**src/rtl/bsg_tag_tx_pkg.sv**
```systemverilog
// Shared definitions for the bsg_tag serial packet transmitter: FSM state
// encoding and frame-width helpers used by the RTL and the bench.
package bsg_tag_tx_pkg;

    typedef enum logic [2:0] {
        IDLE,
        RST,
        HDR,
        PAY,
        GAP
    } tx_state_e;

    // Header: start bit, length field, data_not_reset flag, node id.
    function automatic int hdr_len(input int lg_width, input int id_width);
        return 2 + lg_width + id_width;
    endfunction

    function automatic int frame_len(input int lg_width, input int id_width,
                                     input int payload_len);
        return hdr_len(lg_width, id_width) + payload_len;
    endfunction

endpackage

```
**src/rtl/bsg_tag_tx_piso.sv**
```systemverilog
// Loadable LSB-first shift register with a remaining-bit down-counter;
// done_o is high once every loaded bit has been shifted out.
module bsg_tag_tx_piso #(
    parameter int width_p       = 15,
    parameter int count_width_p = 4
) (
    input  logic                     clk_i,
    input  logic                     reset_i,
    input  logic                     load_i,
    input  logic [width_p-1:0]       data_i,
    input  logic [count_width_p-1:0] count_i,
    input  logic                     shift_i,
    output logic                     bit_o,
    output logic                     done_o
);

    logic [width_p-1:0]       shift_r;
    logic [count_width_p-1:0] count_r;

    always_ff @(posedge clk_i) begin
        if (reset_i) begin
            shift_r <= '0;
            count_r <= '0;
        end else if (load_i) begin
            shift_r <= data_i;
            count_r <= count_i;
        end else if (shift_i && (count_r != '0)) begin
            shift_r <= shift_r >> 1;
            count_r <= count_r - 1'b1;
        end
    end

    assign bit_o  = shift_r[0];
    assign done_o = (count_r == '0);

endmodule

```
**src/rtl/bsg_tag_packet_tx.sv**
```systemverilog
// Serializes bsg_tag commands (data/client-reset packets or a master-reset
// stream) onto the registered TAG_EN / TAG_DATA pins, one bit per clock.
module bsg_tag_packet_tx
    import bsg_tag_tx_pkg::*;
#(
    parameter int  els_p               = 16,
    parameter int  lg_width_p          = 4,
    parameter int  max_payload_width_p = 15,
    parameter int  reset_len_p         = 32,
    localparam int id_width_lp         = (els_p > 1) ? $clog2(els_p) : 1
) (
    input  logic                           clk_i,
    input  logic                           reset_i,
    input  logic                           v_i,
    output logic                           ready_o,
    input  logic                           reset_cmd_i,
    input  logic [id_width_lp-1:0]         node_id_i,
    input  logic                           data_not_reset_i,
    input  logic [lg_width_p-1:0]          len_i,
    input  logic [max_payload_width_p-1:0] payload_i,
    output logic                           tag_en_o,
    output logic                           tag_data_o,
    output logic                           err_o
);

    localparam int hdr_len_lp          = hdr_len(lg_width_p, id_width_lp);
    localparam int hdr_rest_lp         = hdr_len_lp - 1;
    localparam int piso_width_lp       = (hdr_rest_lp > max_payload_width_p)
                                         ? hdr_rest_lp : max_payload_width_p;
    localparam int piso_count_width_lp = $clog2(piso_width_lp + 1);
    localparam int rst_count_width_lp  = $clog2(reset_len_p + 1);
    localparam logic [lg_width_p-1:0] max_len_lp = lg_width_p'(max_payload_width_p);

    tx_state_e                      state_r, state_n;
    logic [rst_count_width_lp-1:0]  rst_cnt_r, rst_cnt_n;
    logic [lg_width_p-1:0]          len_r;
    logic [max_payload_width_p-1:0] payload_r;
    logic                           tag_en_r, tag_en_n;
    logic                           tag_data_r, tag_data_n;
    logic                           err_r, err_n;
    logic                           capture;

    logic                           piso_load, piso_shift, piso_bit, piso_done;
    logic [piso_width_lp-1:0]       piso_data;
    logic [piso_count_width_lp-1:0] piso_count;

    bsg_tag_tx_piso #(
        .width_p      (piso_width_lp),
        .count_width_p(piso_count_width_lp)
    ) piso (
        .clk_i  (clk_i),
        .reset_i(reset_i),
        .load_i (piso_load),
        .data_i (piso_data),
        .count_i(piso_count),
        .shift_i(piso_shift),
        .bit_o  (piso_bit),
        .done_o (piso_done)
    );

    always_ff @(posedge clk_i) begin
        if (reset_i) begin
            state_r    <= IDLE;
            rst_cnt_r  <= '0;
            len_r      <= '0;
            payload_r  <= '0;
            tag_en_r   <= 1'b0;
            tag_data_r <= 1'b0;
            err_r      <= 1'b0;
        end else begin
            state_r    <= state_n;
            rst_cnt_r  <= rst_cnt_n;
            tag_en_r   <= tag_en_n;
            tag_data_r <= tag_data_n;
            err_r      <= err_n;
            if (capture) begin
                len_r     <= len_i;
                payload_r <= payload_i;
            end
        end
    end

    // The pin flops are loaded with the bit for the *next* cycle, so the
    // start bit is set on the accept edge and appears the cycle after.
    always_comb begin
        state_n    = state_r;
        rst_cnt_n  = rst_cnt_r;
        tag_en_n   = 1'b0;
        tag_data_n = 1'b0;
        err_n      = 1'b0;
        capture    = 1'b0;
        piso_load  = 1'b0;
        piso_shift = 1'b0;
        piso_data  = '0;
        piso_count = '0;
        unique case (state_r)
            IDLE: begin
                if (v_i) begin
                    if (reset_cmd_i) begin
                        state_n    = RST;
                        tag_en_n   = 1'b1;
                        tag_data_n = 1'b1;
                        rst_cnt_n  = rst_count_width_lp'(reset_len_p - 1);
                    end else if (len_i <= max_len_lp) begin
                        state_n    = HDR;
                        tag_en_n   = 1'b1;
                        tag_data_n = 1'b1;
                        capture    = 1'b1;
                        piso_load  = 1'b1;
                        piso_data  = piso_width_lp'({node_id_i, data_not_reset_i, len_i});
                        piso_count = piso_count_width_lp'(hdr_rest_lp);
                    end else begin
                        err_n = 1'b1;
                    end
                end
            end
            RST: begin
                tag_en_n = 1'b1;
                if (rst_cnt_r != '0) begin
                    tag_data_n = 1'b1;
                    rst_cnt_n  = rst_cnt_r - 1'b1;
                end else begin
                    state_n = GAP;
                end
            end
            HDR: begin
                tag_en_n = 1'b1;
                if (!piso_done) begin
                    tag_data_n = piso_bit;
                    piso_shift = 1'b1;
                end else if (len_r == '0) begin
                    state_n = GAP;
                end else begin
                    // First payload bit goes straight to the pin; the rest is reloaded.
                    state_n    = PAY;
                    tag_data_n = payload_r[0];
                    piso_load  = 1'b1;
                    piso_data  = piso_width_lp'(payload_r >> 1);
                    piso_count = piso_count_width_lp'(len_r - 1'b1);
                end
            end
            PAY: begin
                tag_en_n = 1'b1;
                if (!piso_done) begin
                    tag_data_n = piso_bit;
                    piso_shift = 1'b1;
                end else begin
                    state_n = GAP;
                end
            end
            GAP: begin
                state_n = IDLE;
            end
            default: begin
                state_n = IDLE;
            end
        endcase
    end

    assign ready_o    = (state_r == IDLE) && !reset_i;
    assign tag_en_o   = tag_en_r;
    assign tag_data_o = tag_data_r;
    assign err_o      = err_r;

endmodule
```
**config.mk**
```make
export PLATFORM = sky130hd
export DESIGN_NAME = bsg_tag_packet_tx
export DESIGN_NICKNAME = d
export VERILOG_FILES = /design/src/rtl/bsg_tag_tx_pkg.sv /design/src/rtl/bsg_tag_tx_piso.sv /design/src/rtl/bsg_tag_packet_tx.sv
export SDC_FILE = /design/constraint.sdc
export NUM_CORES = 1
export LEC_CHECK = 0
export ABC_AREA = 1
export CAP_MARGIN = 20
export CORE_MARGIN = 3
export CORE_UTILIZATION = 55
export DETAILED_ROUTE_END_ITERATION = 16
export PLACE_DENSITY_LB_ADDON = 0.25
export SLEW_MARGIN = 25
export SYNTH_ARGS = -nofsm -noshare
export SYNTH_HDL_FRONTEND = slang
export SYNTH_SLANG_ARGS = --single-unit
```
**constraint.sdc**
```tcl
create_clock -name clk_i -period 2.51 [get_ports clk_i]
set_clock_uncertainty 0.05 [all_clocks]
set_input_delay 0.502 -clock clk_i [delete_from_list [all_inputs] [get_ports clk_i]]
set_output_delay 0.502 -clock clk_i [all_outputs]
set_load 0.005 [all_outputs]
```
* Yosys cells after proc, flatten, opt, wreduce, memory -nomap -nowiden
Cells that the tools add are included.
Operators by class: add/sub/neg operators 3, $mul 0, div/mod/pow operators 0, $lt $le $gt $ge 1, equality and inequality tests 10, shift-type cells 0, muxes and demuxes 46, bitwise operators 2, reduce and logical (&&, ||, !) cells 15
Operators by type and width (number):
- $mux W15 | 2
- $mux W14 | 2
- $mux W4 | 7
- $pmux W14 S2 | 1
- $mux W9 | 3
- $mux W3 | 7
- $mux W6 | 3
- $mux W1 | 15
- $ne A2 B2 Y1 const B | 6
- $pmux W3 S4 | 1
- $pmux W6 S2 | 1
- $logic_not A4 Y1 | 2
- $pmux W4 S2 | 1
- $sub A4 B1 Y4 const B | 2
- $eq A3 B2 Y1 const B | 2
- $reduce_bool A6 Y1 | 1
- $sub A6 B1 Y6 const B | 1
- $reduce_and A5 Y1 | 1
- $le A4 B4 Y1 const B | 1
- $pmux W1 S2 | 2
- $pmux W1 S4 | 1
- $reduce_and A4 Y1 | 1
- $reduce_bool A2 Y1 | 2
- $reduce_bool A4 Y1 | 1
- other kinds (9) | 11
Storage, ports and cells: bits in registers 50, latch bits 0, bits in writable memories 0, bits in read-only memories 0, input bits 28, output and inout bits 4, word-level logic and storage cells 86, memories 0

* Longest topological paths before layout
Gate-level depths: netlist of the first run.
word-level depth 6, depth in mapped cells 11, mapped depth without buffers 10

* By module
From an unflattened synthesis of the first run, not the netlist that was laid out.
Second synthesis, totals: cell total of the unflattened synthesis 385, area, all modules 2602.5 sq um
Modules (own cells, without submodules):
- bsg_tag_packet_tx | instances 1, cells each 227, area each 1589.0 sq um, seq. area each 600.6 sq um
- bsg_tag_tx_piso | instances 1, cells each 158, area each 1013.5 sq um, seq. area each 380.4 sq um

* Worst setup path after synthesis of the first run
Ideal clock, no wire load.
path kind in2out, from input port reset_i, to output port ready_o, data arrival time 1.142 ns, data required time 1.958 ns, path slack 0.816 ns, stages on the path 3, buffers on the path 2, path through clkbuf_1 > buf_1 > nor2_1
On the way: cells in the longest elaborated chain, start to end 2
Ends and longest elaborated chain:
- start, declared | RTL line bsg_tag_packet_tx.sv:13 | input logic reset_i,
- $logic_not A1 Y1 | RTL line bsg_tag_packet_tx.sv:160 | assign ready_o = (state_r == IDLE) && !reset_i;
- $logic_and A1 B1 Y1 | RTL line bsg_tag_packet_tx.sv:160
- end, declared | RTL line bsg_tag_packet_tx.sv:15 | output logic ready_o,
Every way passes these cells.

* Worst setup path in the final report of the first run
Same ends and word-level chain as after synthesis.

==> summary.txt, run 1 <==
Clock tree
  • Clock Latency Late Sink: 0.30 ns
  • H-tree levels: 2
  • Resize count post-CTS: 0
  • Count of buffers added by post-CTS timing repair for setup: 0
  • Library cell used as clock root buffer: sky130_fd_sc_hd__clkbuf_8
  • Cts bufs inserted: 5
  • Clk sink count: 48
  • Post-CTS Hold Buffers: 0
  • Clock transition at the registers of the reported paths: 0.07 ns
  • CTS tree: done
  • Number of buffers on the longest clock path: 2

Global route
  • Wire length of the first global-routing pass: 8507 um
  • Antenna violations before repair: 0
  • Via count of the first global-routing pass: 1994
  • Overall routing resource usage: 0.2030
  • Global route total overflow: 0
  • Largest net degree at the start of global routing: 39

Yosys
  • Number of distinct library cells after synthesis: 34
  • Synth async-reset ratio: 0
  • Instance count of the mapped netlist: 346
  • Mean post-synth cell area: 7.030 um^2
  • Most used flip-flop cell after synthesis: sky130_fd_sc_hd__dfxtp_1
  • Total of warnings raised by yosys: 0
  • Post-synthesis sequential area ratio: 0.3951
  • Number of synthesized register bits: 48
  • Number of nets produced by synthesis: 380
  • Post-synthesis instance area: 0.002432 mm^2
  • Number of flops mapped to enable cells by yosys: 0

Die
  • Die W: 72.50 um
  • Site Rows: 23
  • Count of boundary I/O pins: 32
  • Total die area: 0.005256 mm^2
  • Initial core utilization: 0.5870
  • Placeable core region: 0.004144 mm^2
  • Die Y: 72.50 um

Power and ir drop
  • VDD IR-drop max: 440.9 uV
  • Leakage: 1.284 nW
  • Power density of the placed cells: 934.3 mW/mm^2

Timing
  • Final Hold Fails: 0
  • Max-slew headroom at the worst pin: 0.4304
  • Setup Total Neg Slack: 0 ns
  • Time the final worst path needs with I/O delays and setup: 2.149 ns
  • Slew @ Worst Pin: 0.8534 ns
  • Setup-violating endpoint count in the final report: 0
  • Crit share post-route: 0.8561
  • RSZ-0062 raised after global routing: false
  • Max Clk Rate: 465.4 MHz
  • Pins Over Slew Limit: 0

Min path
  • End of the worst hold path: piso.shift_r[6]
  • Worst hold path type: reg2reg
  • Cell count of the worst hold path: 2
  • Start point of the worst hold path: piso.shift_r[6]

Drt
  • Total via count in the routed design: 2173
  • Violation count after the first detailed-routing iteration: 100
  • Via count normalized by instance count: 5.149
  • Post-detailed-route DRC marker count: 0
  • Pre-antenna DRT Iters: 4
  • Average wire length per cell after detail routing: 11.46 um
  • Aggregate routed wire length: 4837 um
  • Antenna Nets Post-Route: 0

Placement
  • Routability congestion estimate: 0.8026
  • Count of placed standard cells including taps: 414
  • Count of port buffers added during placement: 30
  • HPWL reported at the end of detailed placement: 3392 um

Critical path
  • Flop-to-flop setup slack: 0.74 ns
  • FF-to-FF path depth: 9
  • Crit path kind: in2out
  • Crit start category: primary input
  • Most numerous cell on the critical path: sky130_fd_sc_hd__clkdlybuf4s50_1
  • Endpoint required time on the critical path: 1.96 ns
  • Reg-to-reg endpoint: piso.shift_r[8]
  • Source of the worst register-to-register timing path: piso.count_r[0]
  • Crit path cell chain: clkdlybuf4s50_1 > nor2_1 > clkdlybuf4s50_1
  • Peak fanout along the critical path: 3
  • Worst-path cell with the longest stage delay: sky130_fd_sc_hd__clkdlybuf4s50_1
  • Setup crit end kind: primary output
  • CP peak stage delay: 0.52 ns
  • Critical Path AT: 1.60 ns

Cells and area
  • Share of cells above drive strength 1: 0.09140
  • Commonest non-fill, non-tap cells in the layout: sky130_fd_sc_hd__nor2_1, sky130_fd_sc_hd__nand2_1, sky130_fd_sc_hd__dfxtp_1, sky130_fd_sc_hd__inv_1
  • Number of inserted diodes: 0
  • Area Growth Syn to Fin: 15.33%
  • Leading cell type in the layout, fill and taps excluded: sky130_fd_sc_hd__nor2_1
  • Final layout net count: 405
  • Layout Cells excl Fill: 422

Run status
  • Status: finished, final reports clean

Job
  • Max-cap violations: 0
where the power goes:
part | switching [W] | internal (W) | total, W
Sequential | 0.000124 | 0.000958 | 0.00108
Clock | 0.000241 | 0.000225 | 0.000466
Combinational | 0.000657 | 0.000416 | 0.00107
cell type report:
cell class,instances,area [um^2]
sequential,48,960.9
timing repair buffer,32,315.3
fill,379,1339
clock buffer,8,90.09
multi-input combinational,239,1205
inverter,45,171.4
tap,50,62.56
logic make-up after synthesis:
| family | Yosys count | synth area share |
|---|---|---|
| compound gates | 62 | 0.1337 |
| xor+xnor | 5 | 0.01801 |
| fa+ha+maj | 6 | 0.03086 |
| buf+inv | 59 | 0.1096 |
| flops | 48 | 0.3951 |
| other cells | 1 | 0.001542 |
| simple gates | 165 | 0.3112 |
worst max path at each step:
stage                        end     from  depth (start not counted)
floorplan                ready_o  reset_i                          3
global placement         ready_o  reset_i                          3
detailed placement  payload_r[9]  reset_i                          5
CTS                      ready_o  reset_i                          3
global route             ready_o  reset_i                          3
finish                   ready_o  reset_i                          3
flip-flops by register name, summed over array words and instances, names as in the netlist:
| signal | cells |
|---|---|
| payload_r | 15 |
| len_r | 4 |
| piso.count_r | 4 |
| state_r | 3 |
| tag_en_o | 1 |
| piso.shift_r | 14 |
| tag_data_o | 1 |
| rst_cnt_r | 6 |
routing by layer:
| metal | GRT usage | vias up | routed length, um |
|---|---|---|---|
| met5 | 0 | - | 0 |
| met2 | 0.3407 | 66 | 2283 |
| met3 | 0.03878 | 13 | 291 |
| li1 | - | 1143 | - |
| met4 | 0.08607 | 0 | 116 |
| met1 | 0.2543 | 951 | 2146 |
worst max-delay path: cells and delay by family:
kind | cells | cell delay [ns]
buffers and inverters | 2 | 0.96
and+or+nand+nor | 1 | 0.13
synth_stat cells (2+ instances only):
master	count	share of area
sky130_fd_sc_hd__nor2_1	67	0.10
sky130_fd_sc_hd__nand2_1	55	0.085
sky130_fd_sc_hd__dfxtp_1	48	0.40
sky130_fd_sc_hd__inv_1	38	0.059
sky130_fd_sc_hd__o21ai_0	30	0.062
sky130_fd_sc_hd__a21oi_1	23	0.047
sky130_fd_sc_hd__nand3_1	15	0.031
sky130_fd_sc_hd__nand4_1	7	0.018
sky130_fd_sc_hd__ha_1	6	0.031
sky130_fd_sc_hd__clkbuf_1	5	0.0077
sky130_fd_sc_hd__inv_2	5	0.0077
sky130_fd_sc_hd__nor2_2	5	0.013
sky130_fd_sc_hd__nand2_2	4	0.010
sky130_fd_sc_hd__buf_2	3	0.0062
sky130_fd_sc_hd__nand2_4	3	0.014
sky130_fd_sc_hd__nor3_1	3	0.0062
sky130_fd_sc_hd__o21ai_1	3	0.0062
sky130_fd_sc_hd__xor2_1	3	0.011
sky130_fd_sc_hd__a21oi_2	2	0.0072
sky130_fd_sc_hd__buf_4	2	0.0062
sky130_fd_sc_hd__buf_6	2	0.0093
sky130_fd_sc_hd__nand3_4	2	0.014
sky130_fd_sc_hd__nor2_4	2	0.0093
sky130_fd_sc_hd__o22ai_1	2	0.0051
sky130_fd_sc_hd__xnor2_1	2	0.0072
through the flow:
stage | util | total power, W | hold WS (ns) | instance area [um^2] | setup WS [ns]
global placement | 0.6552 | 0.002141 | 0.4026 | 2715 | 0.3255
detailed placement | 0.6552 | 0.002171 | 0.4066 | 2715 | 0.2829
floorplan | - | 0.001933 | 0.3800 | 2432 | 0.8162
finish | 0.6769 | 0.002621 | 0.4192 | 2805 | 0.3612
global route | 0.6769 | 0.002865 | 0.4398 | 2805 | 0.3191
CTS | 0.6769 | 0.002638 | 0.4189 | 2805 | 0.3452
No activity file was read; power rests on OpenSTA's default activity.
==> run 2, diff against run 1 <==
CORE_MARGIN = not set   (was 3)
clock period = 2.1 ns   (was 2.51 ns; I/O delays follow)
==> summary.txt, run 2 (synthesis gave the netlist of run 1 again) <==
Run status
  • Status: finished, final reports clean

Timing
  • Pins Over Slew Limit: 0 (unchanged)
  • RSZ-0062 raised after global routing: false
  • Max Clk Rate: 509.8 MHz
  • Setup Total Neg Slack: 0 ns (unchanged)
  • Crit share post-route: 0.9341
  • Final Hold Fails: 0 (unchanged)
  • Setup-violating endpoint count in the final report: 0 (unchanged)
  • Time the final worst path needs with I/O delays and setup: 1.962 ns
  • Final worst setup slack: 0.1384 ns (-0.2228 ns)

Placement
  • Worst slack, placed: 0.1345 ns (-0.1483 ns)
  • Count of placed standard cells including taps: 421 (+1.7%)
  • HPWL reported at the end of detailed placement: 3461 um (+2.0%)
  • Routability congestion estimate: 0.7674 (-4.4%)
  • Count of port buffers added during placement: 30 (unchanged)

Cells and area
  • Leading cell type in the layout, fill and taps excluded: sky130_fd_sc_hd__nor2_1
  • Commonest non-fill, non-tap cells in the layout: sky130_fd_sc_hd__nor2_1, sky130_fd_sc_hd__nand2_1, sky130_fd_sc_hd__dfxtp_1, sky130_fd_sc_hd__inv_1
  • Largest reg by FF count: payload_r
  • Final layout net count: 412 (+1.7%)
  • Registers with the most flip-flops: payload_r: 15 flops, piso.shift_r: 14 flops, rst_cnt_r: 6 flops
  • Combined flip-flop and latch cell area: 960.9 um^2 (unchanged)
  • Area Growth Syn to Fin: 18.00%
  • Max reg flops: 15 (unchanged)
  • Share of cells above drive strength 1: 0.1082 (+0.01678)
  • Area of the multi-input gates: 0.001205 mm^2 (unchanged)
  • Filler cell count: 353 (-6.9%)
  • Number of inserted diodes: 0 (unchanged)
  • Layout Cells excl Fill: 429 (+1.7%)

Power and ir drop
  • Power density of the placed cells: 1111 mW/mm^2 (+19%)
  • Internal Dissipation: 0.001956 W (+22%)
  • Sequential fraction of design power: 0.407 (-0.006)
  • Leakage: 1.322 nW (+3.0%)
  • Part of the power in combinational logic: 0.415 (+0.006)
  • Power share of the clock group: 0.178 (about the same)
  • Switching share of power: 0.3869 (-0.003006)
  • Net switching component of the power: 0.001234 W (+21%)
  • VDD IR-drop max: 581.1 uV (+32%)

Critical path
  • Flop-to-flop setup slack: 0.44 ns (-0.30 ns)
  • Source of the worst register-to-register timing path: len_r[0]
  • Peak fanout along the critical path: 2 (-1)
  • Critical Path AT: 1.49 ns (-0.11 ns)
  • Reg-to-reg endpoint: piso.shift_r[9]
  • Endpoint required time on the critical path: 1.63 ns (-0.33 ns)
  • Setup crit end kind: primary output
  • Crit path kind: in2out
  • FF-to-FF path depth: 9 (unchanged)
  • Crit start category: primary input

Clock tree
  • Resize count post-CTS: 0 (unchanged)
  • Cts bufs inserted: 5 (unchanged)
  • Count of buffers added by post-CTS timing repair for setup: 0 (unchanged)
  • Post-CTS Hold Buffers: 0 (unchanged)
  • CTS tree: done
  • Number of buffers on the longest clock path: 2 (unchanged)
  • Clock transition at the registers of the reported paths: 0.08 ns (about the same)
  • H-tree levels: 2 (unchanged)
  • Library cell used as clock root buffer: sky130_fd_sc_hd__clkbuf_8
  • Clk sink count: 48 (unchanged)
  • Clock Latency Late Sink: 0.30 ns (about the same)

Drt
  • Detailed-routing wirelength on met1: 2311 um (+7.7%)
  • Violation count after the first detailed-routing iteration: 135 (+35%)
  • Total met3 wirelength after detailed routing: 193 um (-34%)
  • Met2 wirelength from detailed routing: 2292 um (+0.39%)
  • Via count normalized by instance count: 5.072 (-1.5%)
  • Total via count in the routed design: 2176 (+0.14%)
  • Antenna Nets Post-Route: 0 (unchanged)
  • Pre-antenna DRT Iters: 4 (unchanged)
  • Top layer used by detailed routing: met4
  • Average wire length per cell after detail routing: 11.47 um (about the same)
  • Aggregate routed wire length: 4921 um (+1.7%)
  • Post-detailed-route DRC marker count: 0 (unchanged)

Die
  • Total die area: 0.004692 mm^2 (-11%)
  • Die W: 68.50 um (-5.5%)
  • Die Y: 68.50 um (-5.5%)
  • Site Rows: 23 (unchanged)
  • Placeable core region: 0.004115 mm^2 (-0.69%)
  • Count of boundary I/O pins: 32 (unchanged)
  • Initial core utilization: 0.5911 (+0.004105)

Job
  • Max-cap violations: 0 (unchanged)

Global route
  • Largest net degree at the start of global routing: 32 (-18%)
  • Wire length of the first global-routing pass: 8583 um (+0.89%)
  • Global route total overflow: 0 (unchanged)
  • Overall routing resource usage: 0.2490 (+0.04595)
  • Via count of the first global-routing pass: 1999 (+0.25%)
  • Antenna violations before repair: 0 (unchanged)

Min path
  • Start point of the worst hold path: piso.shift_r[13]
  • Worst hold path type: reg2reg
  • Cell count of the worst hold path: 2 (unchanged)
  • End of the worst hold path: piso.shift_r[13]
## run 2: cell count changes in the layout (fill, tap and decap cells not counted)
cell,previous run,this run
sky130_fd_sc_hd__buf_4,2,8
sky130_fd_sc_hd__buf_12,0,1
## run 2: worst max-delay path: stages
cell and delay [ns]:
sky130_fd_sc_hd__clkdlybuf4s50_1 0.45, sky130_fd_sc_hd__nor2_1 0.12, sky130_fd_sc_hd__clkdlybuf4s50_1 0.50
## run 2: how the worst max path moves through the flow
stage	start	endpoint	slack, ns	depth (start not counted)
final	reset_i	ready_o	0.14	3
after detailed placement	reset_i	ready_o	0.13	3
after floorplan	reset_i	ready_o	0.57	3
after global placement	reset_i	ready_o	0.14	3
after global routing	reset_i	ready_o	0.08	3
after CTS	reset_i	ready_o	0.13	3
## run 2: per-layer routing
| layer | vias to the layer above | track usage |
|---|---|---|
| met5 | - | 0 |
| met4 | 0 | 0.1016 |
| met3 | 11 | 0.06086 |
| met2 | 49 | 0.4216 |
| met1 | 961 | 0.3000 |
| li1 | 1155 | - |
## run 2: power groups by stage
stage | logic, W | clock network, W | registers, W
after floorplan | 0.00103 | 0 | 0.00128
after global placement | 0.00129 | 0 | 0.00131
after detailed placement | 0.00132 | 0 | 0.00131
after CTS | 0.00133 | 0.000584 | 0.00129
final | 0.00132 | 0.000569 | 0.00130
after global routing | 0.00153 | 0.000620 | 0.00133
## run 2: area by class of cell
| cell class | count | area share |
|---|---|---|
| multi-input cells | 239 | 0.4198 |
| flip-flops and latches | 48 | 0.3348 |
| repair buffers | 39 | 0.1325 |
| inverters | 45 | 0.05972 |
| clock buffers | 8 | 0.03139 |
| well taps | 50 | 0.02180 |
## run 2: metrics by stage
step	hold WS, ns	utilization	area [um^2]	power (W)
finish	0.4159	0.6975	2870	0.003190
global placement	0.3984	0.6756	2780	0.002599
CTS	0.4146	0.6975	2870	0.003208
floorplan	0.3800	-	2432	0.002311
detailed placement	0.4028	0.6756	2780	0.002632
global route	0.4403	0.6975	2870	0.003479
